[src/rtl/minisrc_ctrl_pkg.sv]
// Shared constants and types for the Mini SRC control sequencer:
// opcodes, ALU operation codes, FSM states, fault codes and opcode decode helpers.
package minisrc_ctrl_pkg;

  localparam logic [4:0] OP_ADD  = 5'd3;
  localparam logic [4:0] OP_SUB  = 5'd4;
  localparam logic [4:0] OP_AND  = 5'd5;
  localparam logic [4:0] OP_OR   = 5'd6;
  localparam logic [4:0] OP_ROR  = 5'd7;
  localparam logic [4:0] OP_ROL  = 5'd8;
  localparam logic [4:0] OP_SHR  = 5'd9;
  localparam logic [4:0] OP_SHRA = 5'd10;
  localparam logic [4:0] OP_SHL  = 5'd11;
  localparam logic [4:0] OP_MUL  = 5'd15;
  localparam logic [4:0] OP_DIV  = 5'd16;
  localparam logic [4:0] OP_NEG  = 5'd17;
  localparam logic [4:0] OP_NOT  = 5'd18;
  localparam logic [4:0] OP_NOP  = 5'd26;
  localparam logic [4:0] OP_HALT = 5'd27;

  localparam logic [3:0] ALU_AND  = 4'h0;
  localparam logic [3:0] ALU_OR   = 4'h1;
  localparam logic [3:0] ALU_ADD  = 4'h2;
  localparam logic [3:0] ALU_SUB  = 4'h3;
  localparam logic [3:0] ALU_MUL  = 4'h4;
  localparam logic [3:0] ALU_DIV  = 4'h6;
  localparam logic [3:0] ALU_SHR  = 4'h7;
  localparam logic [3:0] ALU_SHRA = 4'h8;
  localparam logic [3:0] ALU_SHL  = 4'h9;
  localparam logic [3:0] ALU_ROR  = 4'hA;
  localparam logic [3:0] ALU_ROL  = 4'hB;
  localparam logic [3:0] ALU_NEG  = 4'hC;
  localparam logic [3:0] ALU_NOT  = 4'hD;

  typedef enum logic [3:0] {
    S_RST, S_F0, S_F1, S_F2, S_E3, S_E4, S_E5, S_E6, S_HALT
  } state_t;

  typedef enum logic [1:0] {
    FAULT_NONE    = 2'b00,
    FAULT_ILLEGAL = 2'b01,
    FAULT_TIMEOUT = 2'b10
  } fault_t;

  typedef enum logic [2:0] {
    CLS_RFMT, CLS_UNARY, CLS_MULDIV, CLS_NOP, CLS_HALT, CLS_ILLEGAL
  } op_class_t;

  function automatic op_class_t classify(input logic [4:0] op);
    case (op)
      OP_ADD, OP_SUB, OP_AND, OP_OR, OP_ROR,
      OP_ROL, OP_SHR, OP_SHRA, OP_SHL:      return CLS_RFMT;
      OP_NEG, OP_NOT:                       return CLS_UNARY;
      OP_MUL, OP_DIV:                       return CLS_MULDIV;
      OP_NOP:                               return CLS_NOP;
      OP_HALT:                              return CLS_HALT;
      default:                              return CLS_ILLEGAL;
    endcase
  endfunction

  function automatic logic [3:0] alu_code(input logic [4:0] op);
    case (op)
      OP_ADD:  return ALU_ADD;
      OP_SUB:  return ALU_SUB;
      OP_AND:  return ALU_AND;
      OP_OR:   return ALU_OR;
      OP_ROR:  return ALU_ROR;
      OP_ROL:  return ALU_ROL;
      OP_SHR:  return ALU_SHR;
      OP_SHRA: return ALU_SHRA;
      OP_SHL:  return ALU_SHL;
      OP_MUL:  return ALU_MUL;
      OP_DIV:  return ALU_DIV;
      OP_NEG:  return ALU_NEG;
      OP_NOT:  return ALU_NOT;
      default: return ALU_AND;
    endcase
  endfunction

endpackage

[src/rtl/reg_select_encode.sv]
// Turns the Gra/Grb/Grc field selection into one-hot general register
// load (R_in) and bus-drive (R_out) enables. Purely combinational.
module reg_select_encode
  import minisrc_ctrl_pkg::*;
#(
  parameter int NUM_REGS = 16
) (
  input  logic [31:0]         i_ir,
  input  logic                i_gra,
  input  logic                i_grb,
  input  logic                i_grc,
  input  logic                i_rin,
  input  logic                i_rout,
  output logic [NUM_REGS-1:0] o_r_in,
  output logic [NUM_REGS-1:0] o_r_out
);

  logic [3:0]          w_sel;
  logic                w_any;
  logic [NUM_REGS-1:0] w_onehot;
  logic                w_unused_ir;

  assign w_unused_ir = ^{i_ir[31:27], i_ir[14:0]};
  assign w_any       = i_gra | i_grb | i_grc;

  // NOTE: every variable gets a default first so no path through the block infers a latch.
  always_comb begin
    w_sel = 4'd0;
    if (i_gra)      w_sel = i_ir[26:23];
    else if (i_grb) w_sel = i_ir[22:19];
    else if (i_grc) w_sel = i_ir[18:15];
  end

  // A field value beyond NUM_REGS-1 selects no register at all.
  always_comb begin
    w_onehot = '0;
    for (int i = 0; i < NUM_REGS; i++) begin
      w_onehot[i] = w_any && (i == int'(w_sel));
    end
  end

  assign o_r_in  = i_rin  ? w_onehot : '0;
  assign o_r_out = i_rout ? w_onehot : '0;

endmodule

[src/rtl/control_sequencer.sv]
// Moore control unit for the Mini SRC datapath: fetch with memory handshake and
// read timeout, decode, and execute sequencing for ALU, unary, mul/div, nop and halt.
module control_sequencer
  import minisrc_ctrl_pkg::*;
#(
  parameter int NUM_REGS     = 16,
  parameter int READ_TIMEOUT = 255
) (
  input  logic                i_clock,
  input  logic                i_reset,
  input  logic [31:0]         i_ir,
  input  logic                i_mem_ready,
  input  logic                i_stop,
  output logic                o_pcout,
  output logic                o_zlowout,
  output logic                o_zhighout,
  output logic                o_mdrout,
  output logic                o_marin,
  output logic                o_zin,
  output logic                o_pcin,
  output logic                o_mdrin,
  output logic                o_irin,
  output logic                o_yin,
  output logic                o_hiin,
  output logic                o_loin,
  output logic                o_incpc,
  output logic                o_read,
  output logic [3:0]          o_alu_sel,
  output logic [NUM_REGS-1:0] o_r_in,
  output logic [NUM_REGS-1:0] o_r_out,
  output logic                o_run,
  output logic [1:0]          o_fault_code
);

  localparam int              CNT_W       = (READ_TIMEOUT > 0) ? $clog2(READ_TIMEOUT + 1) : 1;
  localparam logic [CNT_W:0]  TIMEOUT_VAL = (CNT_W + 1)'(READ_TIMEOUT);

  state_t           r_state, w_next_state;
  logic [CNT_W-1:0] r_wait_cnt, w_next_cnt;
  fault_t           r_fault, w_next_fault;
  logic             r_stop_pend, w_next_stop;

  logic [4:0]       w_opcode;
  op_class_t        w_cls;
  logic [CNT_W:0]   w_cnt_inc;
  logic             w_stop_req;
  logic             w_first_f1;
  logic             w_gra, w_grb, w_grc, w_rin, w_rout;

  assign w_opcode   = i_ir[31:27];
  assign w_cls      = classify(w_opcode);
  assign w_cnt_inc  = {1'b0, r_wait_cnt} + 1'b1;
  assign w_stop_req = r_stop_pend | i_stop;
  // The stall counter saturates, so it is zero only on the first F1 cycle.
  assign w_first_f1 = (r_wait_cnt == '0);

  // NOTE: state registers use non-blocking assignments so every flop samples pre-edge values.
  always_ff @(posedge i_clock or posedge i_reset) begin
    if (i_reset) begin
      r_state     <= S_RST;
      r_wait_cnt  <= '0;
      r_fault     <= FAULT_NONE;
      r_stop_pend <= 1'b0;
    end else begin
      r_state     <= w_next_state;
      r_wait_cnt  <= w_next_cnt;
      r_fault     <= w_next_fault;
      r_stop_pend <= w_next_stop;
    end
  end

  always_comb begin
    w_next_state = r_state;
    w_next_cnt   = r_wait_cnt;
    w_next_fault = r_fault;
    w_next_stop  = w_stop_req;
    case (r_state)
      S_RST: begin
        w_next_state = S_F0;
        w_next_stop  = 1'b0;
      end
      S_F0: begin
        w_next_state = S_F1;
        w_next_cnt   = '0;
      end
      S_F1: begin
        if (i_mem_ready) begin
          w_next_state = S_F2;
        end else begin
          if (!w_cnt_inc[CNT_W]) w_next_cnt = w_cnt_inc[CNT_W-1:0];
          if (READ_TIMEOUT != 0 && w_cnt_inc == TIMEOUT_VAL) begin
            w_next_state = S_HALT;
            w_next_fault = FAULT_TIMEOUT;
          end
        end
      end
      S_F2: w_next_state = S_E3;
      S_E3: begin
        case (w_cls)
          CLS_RFMT, CLS_UNARY, CLS_MULDIV: w_next_state = S_E4;
          CLS_NOP: begin
            w_next_state = w_stop_req ? S_HALT : S_F0;
            w_next_stop  = 1'b0;
          end
          CLS_HALT: w_next_state = S_HALT;
          default: begin
            w_next_state = S_HALT;
            w_next_fault = FAULT_ILLEGAL;
          end
        endcase
      end
      S_E4: begin
        if (w_cls == CLS_RFMT || w_cls == CLS_MULDIV) begin
          w_next_state = S_E5;
        end else begin
          w_next_state = w_stop_req ? S_HALT : S_F0;
          w_next_stop  = 1'b0;
        end
      end
      S_E5: begin
        if (w_cls == CLS_MULDIV) begin
          w_next_state = S_E6;
        end else begin
          w_next_state = w_stop_req ? S_HALT : S_F0;
          w_next_stop  = 1'b0;
        end
      end
      S_E6: begin
        w_next_state = w_stop_req ? S_HALT : S_F0;
        w_next_stop  = 1'b0;
      end
      default: w_next_state = S_HALT;
    endcase
  end

  always_comb begin
    o_pcout    = 1'b0;
    o_zlowout  = 1'b0;
    o_zhighout = 1'b0;
    o_mdrout   = 1'b0;
    o_marin    = 1'b0;
    o_zin      = 1'b0;
    o_pcin     = 1'b0;
    o_mdrin    = 1'b0;
    o_irin     = 1'b0;
    o_yin      = 1'b0;
    o_hiin     = 1'b0;
    o_loin     = 1'b0;
    o_incpc    = 1'b0;
    o_read     = 1'b0;
    o_alu_sel  = ALU_AND;
    w_gra      = 1'b0;
    w_grb      = 1'b0;
    w_grc      = 1'b0;
    w_rin      = 1'b0;
    w_rout     = 1'b0;
    case (r_state)
      S_F0: begin
        o_pcout = 1'b1;
        o_marin = 1'b1;
        o_incpc = 1'b1;
        o_zin   = 1'b1;
      end
      S_F1: begin
        o_zlowout = 1'b1;
        o_pcin    = w_first_f1;
        o_read    = 1'b1;
        o_mdrin   = 1'b1;
      end
      S_F2: begin
        o_mdrout = 1'b1;
        o_irin   = 1'b1;
      end
      S_E3: begin
        case (w_cls)
          CLS_RFMT:   begin w_grb = 1'b1; w_rout = 1'b1; o_yin = 1'b1; end
          CLS_UNARY:  begin w_grb = 1'b1; w_rout = 1'b1; o_zin = 1'b1; o_alu_sel = alu_code(w_opcode); end
          CLS_MULDIV: begin w_gra = 1'b1; w_rout = 1'b1; o_yin = 1'b1; end
          default: ;
        endcase
      end
      S_E4: begin
        case (w_cls)
          CLS_RFMT:   begin w_grc = 1'b1; w_rout = 1'b1; o_zin = 1'b1; o_alu_sel = alu_code(w_opcode); end
          CLS_UNARY:  begin o_zlowout = 1'b1; w_gra = 1'b1; w_rin = 1'b1; end
          CLS_MULDIV: begin w_grb = 1'b1; w_rout = 1'b1; o_zin = 1'b1; o_alu_sel = alu_code(w_opcode); end
          default: ;
        endcase
      end
      S_E5: begin
        case (w_cls)
          CLS_RFMT:   begin o_zlowout = 1'b1; w_gra = 1'b1; w_rin = 1'b1; end
          CLS_MULDIV: begin o_zlowout = 1'b1; o_loin = 1'b1; end
          default: ;
        endcase
      end
      S_E6: begin
        if (w_cls == CLS_MULDIV) begin
          o_zhighout = 1'b1;
          o_hiin     = 1'b1;
        end
      end
      default: ;
    endcase
  end

  reg_select_encode #(
    .NUM_REGS (NUM_REGS)
  ) u_reg_select (
    .i_ir    (i_ir),
    .i_gra   (w_gra),
    .i_grb   (w_grb),
    .i_grc   (w_grc),
    .i_rin   (w_rin),
    .i_rout  (w_rout),
    .o_r_in  (o_r_in),
    .o_r_out (o_r_out)
  );

  assign o_run        = (r_state != S_RST) && (r_state != S_HALT);
  assign o_fault_code = r_fault;

endmodule

[config.mk]
export PLATFORM = sky130hd
export DESIGN_NAME = control_sequencer
export DESIGN_NICKNAME = d
export VERILOG_FILES = /design/src/rtl/minisrc_ctrl_pkg.sv /design/src/rtl/reg_select_encode.sv /design/src/rtl/control_sequencer.sv
export SDC_FILE = /design/constraint.sdc
export NUM_CORES = 1
export LEC_CHECK = 0
export ABC_AREA = 1
export CAP_MARGIN = 20
export CORE_MARGIN = 3
export CORE_UTILIZATION = 42
export CTS_CLUSTER_DIAMETER = 200
export DETAILED_ROUTE_END_ITERATION = 8
export HOLD_SLACK_MARGIN = 0.06
export PLACE_DENSITY = 0.82
export SKIP_CTS_REPAIR_TIMING = 1
export SYNTH_ARGS = -nofsm -noshare
export SYNTH_HDL_FRONTEND = slang
export SYNTH_SLANG_ARGS = --single-unit
[constraint.sdc]
create_clock -name i_clock -period 2.04 [get_ports i_clock]
set_input_delay 0.204 -clock i_clock [delete_from_list [all_inputs] [get_ports i_clock]]
set_output_delay 0.204 -clock i_clock [all_outputs]
set_load 0.02 [all_outputs]
Word-level counts from Yosys, hierarchy flattened
Memories as Yosys holds them, arrays and structs flattened.
Cells that the tools add are included.
Word-level totals
  register bits after elaboration: 15
  bits in read-only memories: 480
  input port bits: 36
  output and inout bits: 53
  logic and storage cells: 123
  memories kept: 4
Memories
  (no name shown): words 32, bits a word 4, rd ports 1, clocked after Yosys merged registers in 0, wr ports 0, line minisrc_ctrl_pkg.sv:62  | case (op)
  (no name shown): words 32, bits a word 4, rd ports 1, clocked after Yosys merged registers in 0, wr ports 0, line minisrc_ctrl_pkg.sv:62
  (no name shown): words 32, bits a word 4, rd ports 1, clocked after Yosys merged registers in 0, wr ports 0, line minisrc_ctrl_pkg.sv:62
  (no name shown): words 32, bits a word 3, rd ports 1, clocked after Yosys merged registers in 0, wr ports 0, line minisrc_ctrl_pkg.sv:50  | case (op)
Operators by class
  add/sub/neg operators: 1
  equality and inequality tests: 33
  multiplexer cells: 46
  bitwise logic cells: 3
  reduce and logical (&&, ||, !) cells: 32
Operator list (count)
  $mux W4: 9
  $eq A4 B4 Y1 const A: 8
  $mux W16: 2
  $pmux W4 S8: 1
  $pmux W4 S2: 3
  $logic_and A1 B1 Y1: 17
  $mux W1: 17
  $eq A3 B4 Y1 const A: 4
  $eq A4 B3 Y1 const B: 4
  $mux W8: 2
  $pmux W8 S2: 1
  $add A8 B1 Y9 const B: 1
  $eq A9 B8 Y1 const B: 1
  $pmux W1 S3: 3
  $eq A2 B4 Y1 const A: 2
  $eq A4 B2 Y1 const B: 2
  $logic_not A4 Y1: 2
  $logic_not A8 Y1: 1
  $ne A2 B2 Y1 const B: 4
  $eq A3 B2 Y1 const B: 2
  $mux W2: 3
  $pmux W1 S2: 3
  $reduce_or A2 Y1: 3
  $reduce_or A5 Y1: 1
  16 further kinds: 19

Logic depth before layout (Yosys ltp)
An unclocked memory read counts as a cell.
  word-level depth: 10
  gate-level depth with buffers: 16
  gate-level depth less buffers: 16

Hierarchy
Synthesis repeated with hierarchy kept, for this count alone.
Second synthesis, totals
  cells, all modules: 319
  area total of the unflattened synthesis: 1883.1 µm²
Modules (own cells, without submodules)
  control_sequencer: instances 1, cells each 217, area an instance 1436.4 µm², sequential area each 375.4 µm²
  reg_select_encode: instances 1, cells each 102, area an instance 446.7 µm², sequential area each 0.0 µm²

Worst setup path before layout
No wires, ideal clock.
  path kind: input to output
  start: input port i_ir[27]
  end: output port o_zhighout
  data arrival time: 1.994 ns
  required time: 1.836 ns
  slack: -0.158 ns
  stages on the path: 9
  path through: inv_1 ha_1 nand3_2 nand3_1 nand2_4 inv_2 nand3_1 nor4_1 buf_4
Between the ends
  cells in the longest elaborated chain, start to end: 4
RTL lines
  from (decl): line control_sequencer.sv:11  | input logic [31:0] i_ir,
  $mem_v2 Z32 W3
  $eq A3 B2 Y1: line control_sequencer.sv:198  | if (w_cls == CLS_MULDIV) begin
  $mux W1 (2 in series)
  to (decl): line control_sequencer.sv:16  | output logic o_zhighout,
No other way between the ends.

Final worst setup path
  start: register r_state[1]
  end: output port o_r_out[3]
Between the ends
  cells in the longest elaborated chain, start to end: 8
RTL lines
  from (decl): line control_sequencer.sv:38  | state_t r_state, w_next_state;
  from (signal assigned): line control_sequencer.sv:65  | r_state <= w_next_state;
  $eq A4 B3 Y1: line control_sequencer.sv:157  | case (r_state)
  $mux W1: line control_sequencer.sv:157
  $mux W4: line reg_select_encode.sv:31  | else if (i_grc) w_sel = i_ir[18:15];
  $mux W4: line reg_select_encode.sv:30  | else if (i_grb) w_sel = i_ir[22:19];
  $mux W4: line reg_select_encode.sv:29  | if (i_gra) w_sel = i_ir[26:23];
  $eq A3 B4 Y1: line reg_select_encode.sv:38  | w_onehot[i] = w_any && (i == int'(w_sel));
  $logic_and A1 B1 Y1: line reg_select_encode.sv:38
  $mux W16 (*): line reg_select_encode.sv:43  | assign o_r_out = i_rout ? w_onehot : '0;
  to (decl): line control_sequencer.sv:30  | output logic [NUM_REGS-1:0] o_r_out,
Mark *: on every way between the ends. The rest lies on a longest branch, timed or not.

==> reports/results.tsv <==
metric	value	unit
arrival	2440	ps
drt-initial-drc-count	261	
first_pass_iters	5	
synth_area_leader_cell	dfrtp_1	
end_kind	output port	
cap_viol_max_count	0	
fin_ws	-603	ps
die-height	73.6	um
vias	2751	
fillerInstances	278	
path_cells	inv_1 > nor3_1 > nand4_1 > nand3_4 > nand2_2 > nand2_4 > nand2_4 > inv_4 > nand2_1 > nor2_1 > buf_4	
place_area	3110	um2
mostFrequentLayoutCells	buf_4, nor2_1, nand2_1	
synthFlopType	dfrtp_1	
synth-edff-count	0	
drc	0	
h-tree-depth	1	
syn_inst	297	
dieWidth	73.6	um
nNetsFinal	482	
grt_pass1_vias	2363	
antenna_found_initial	0	
clk_pin_slew	70	ps
cp.depth	11	
critPathSlowestCell	dfrtp_1	
gp_congestion	0.905	
slew_viol_final	0	
outcome	complete, but fails checks	
cts_buffers	3	
start_kind	flip-flop	
path_class	reg2out	
fin_crit	2640	ps
final_layout_size_suffix_gt1_share	47.5	%
diodes	0	
core_area	4200	um2
path_max_fanout	4	
slew_headroom	60.6	%
vias_per_cell	5.66	
power_density	255	nW/um2
cts_buffer_depth	2	
crit_top_cell	nand2_4	
dpl.hpwl	5340	um
critical-path-top-delay-family	simple AND/OR/NAND/NOR gates	
reg2regPathDepth	11	
startpoint	r_state[1]	
fp.dieArea	5410	um2
wirelength	8580	um
ys_top_cells_by_area	dfrtp_1, nand2_1, nor2_1, inv_1, ha_1	
start_util	45.7	%
wl_met3	600	um
yosys.cell_types.count	42	
overflow	0	
wl_met2	4350	um
ys_seq_elements	15	
max_freq	378	MHz
syn_to_final_growth	80.8	%
cts_tree	yes	
port_buffers	73	
grt_max_degree	18	
ys_seq_area_share	19.6	%
setup_viol	41	
reg2reg_slack	-40	ps
design_area	3470	um2
final_common_cell	buf_4	
worst_pin_slew	590	ps
drt-met1-wl	3210	um
track_usage	23.9	%
peakVddDrop	0.336	mV
seqCellArea	375	um2
place_inst	469	
required	1840	ps
grt_pass1_wl	10600	um
route.top_layer_used	met4	
violations	negative setup slack	
critPathCapture	o_r_out[3]	
r2r-start	r_wait_cnt[1]	
leakage	1.89	nW
finalNonFillerCells	486	
wl_per_cell	17.7	um
rows	23	
r2r-end	o_fault_code[1]	
cts.sinks	15	
final_util	82.5	%
period_share	130	%
fin_worst_skew	1.64	ps
critPathBufInv	3	
syn_area	1920	um2
syn_avg_cell_area	6.46	um2
slowest_delay	450	ps
hold_violations	0	
antenna_left	0	
rsz0062_at_grt	true	
netlist.area_leader.share	19.6	%
ios	89	
hold_path.class	in2async	
fin_setup_tns	-18560	ps
insertion_delay	250	ps
yosys_warnings	0	
syn_nets	342	
cts_root_buffer	clkbuf_8	
multi_input_area	1580	um2
ys_async_sr_fraction	100	%
[kinds of logic after synthesis]
group	synth area share (%)
fa+ha+maj	5.87
xor+xnor	2.28
compound gates	13.2
simple gates	47.0
buf+inv	12.0
flops	19.6
[power by group]
part | leakage [nW] | switching, mW | internal (mW) | total [mW]
combinational | 1.66 | 0.185 | 0.149 | 0.334
clock | 0.0255 | 0.118 | 0.135 | 0.253
sequential | 0.199 | 0.00000000000000000937 | 0.297 | 0.297
[sequential cells by signal (all words and copies together), names as in the netlist]
signal        count
o_fault_code      2
r_state           4
r_stop_pend       1
r_wait_cnt        8
[worst min path at each step]
stage,endpoint,slack [ps],start
global route,r_wait_cnt[6],370,i_reset
detailed placement,o_fault_code[0],490,o_fault_code[0]
global placement,o_fault_code[0],480,o_fault_code[0]
floorplan,o_fault_code[0],110,i_reset
CTS,r_wait_cnt[6],340,i_reset
finish,r_wait_cnt[1],320,i_reset
[cells in the mapped netlist (2+ instances only)]
cell / n
a21oi_1: 4
a21oi_2: 4
a31oi_1: 2
buf_2: 4
buf_4: 6
dfrtp_1: 15
ha_1: 9
inv_1: 34
inv_2: 5
nand2_1: 60
nand2_2: 12
nand2_4: 5
nand3_1: 21
nand3_2: 4
nand3b_1: 3
nand4_1: 2
nor2_1: 51
nor2_2: 2
nor3_1: 8
nor3_4: 2
nor4_1: 2
o2111ai_1: 4
o21ai_0: 10
o22ai_1: 6
o31ai_1: 2
xor2_1: 4
[layer usage]
metal	up-vias	GRT usage (%)
met1	1302	31.2
met5	-	0
met2	166	42.6
met4	0	4.63
met3	42	2.33
li1	1241	-
[area by class of cell]
type                            count  area share [%]
Multi-Input combinational cell    230            45.4
Timing Repair Buffer              147            36.0
Sequential cell                    15            10.8
Inverter                           40            4.62
Tap cell                           50            1.80
Clock buffer                        3            1.19
Clock inverter                      1           0.144
[metrics by stage]
step	hold WS (ps)	power [mW]	setup slack [ps]
floorplan	105	0.437	-21.2
global placement	482	0.554	-1070
detailed placement	486	0.560	-1140
CTS	336	0.798	-1150
global route	371	0.911	-746
finish	316	0.884	-603
Note: power is estimated with default switching activity, not from simulation.
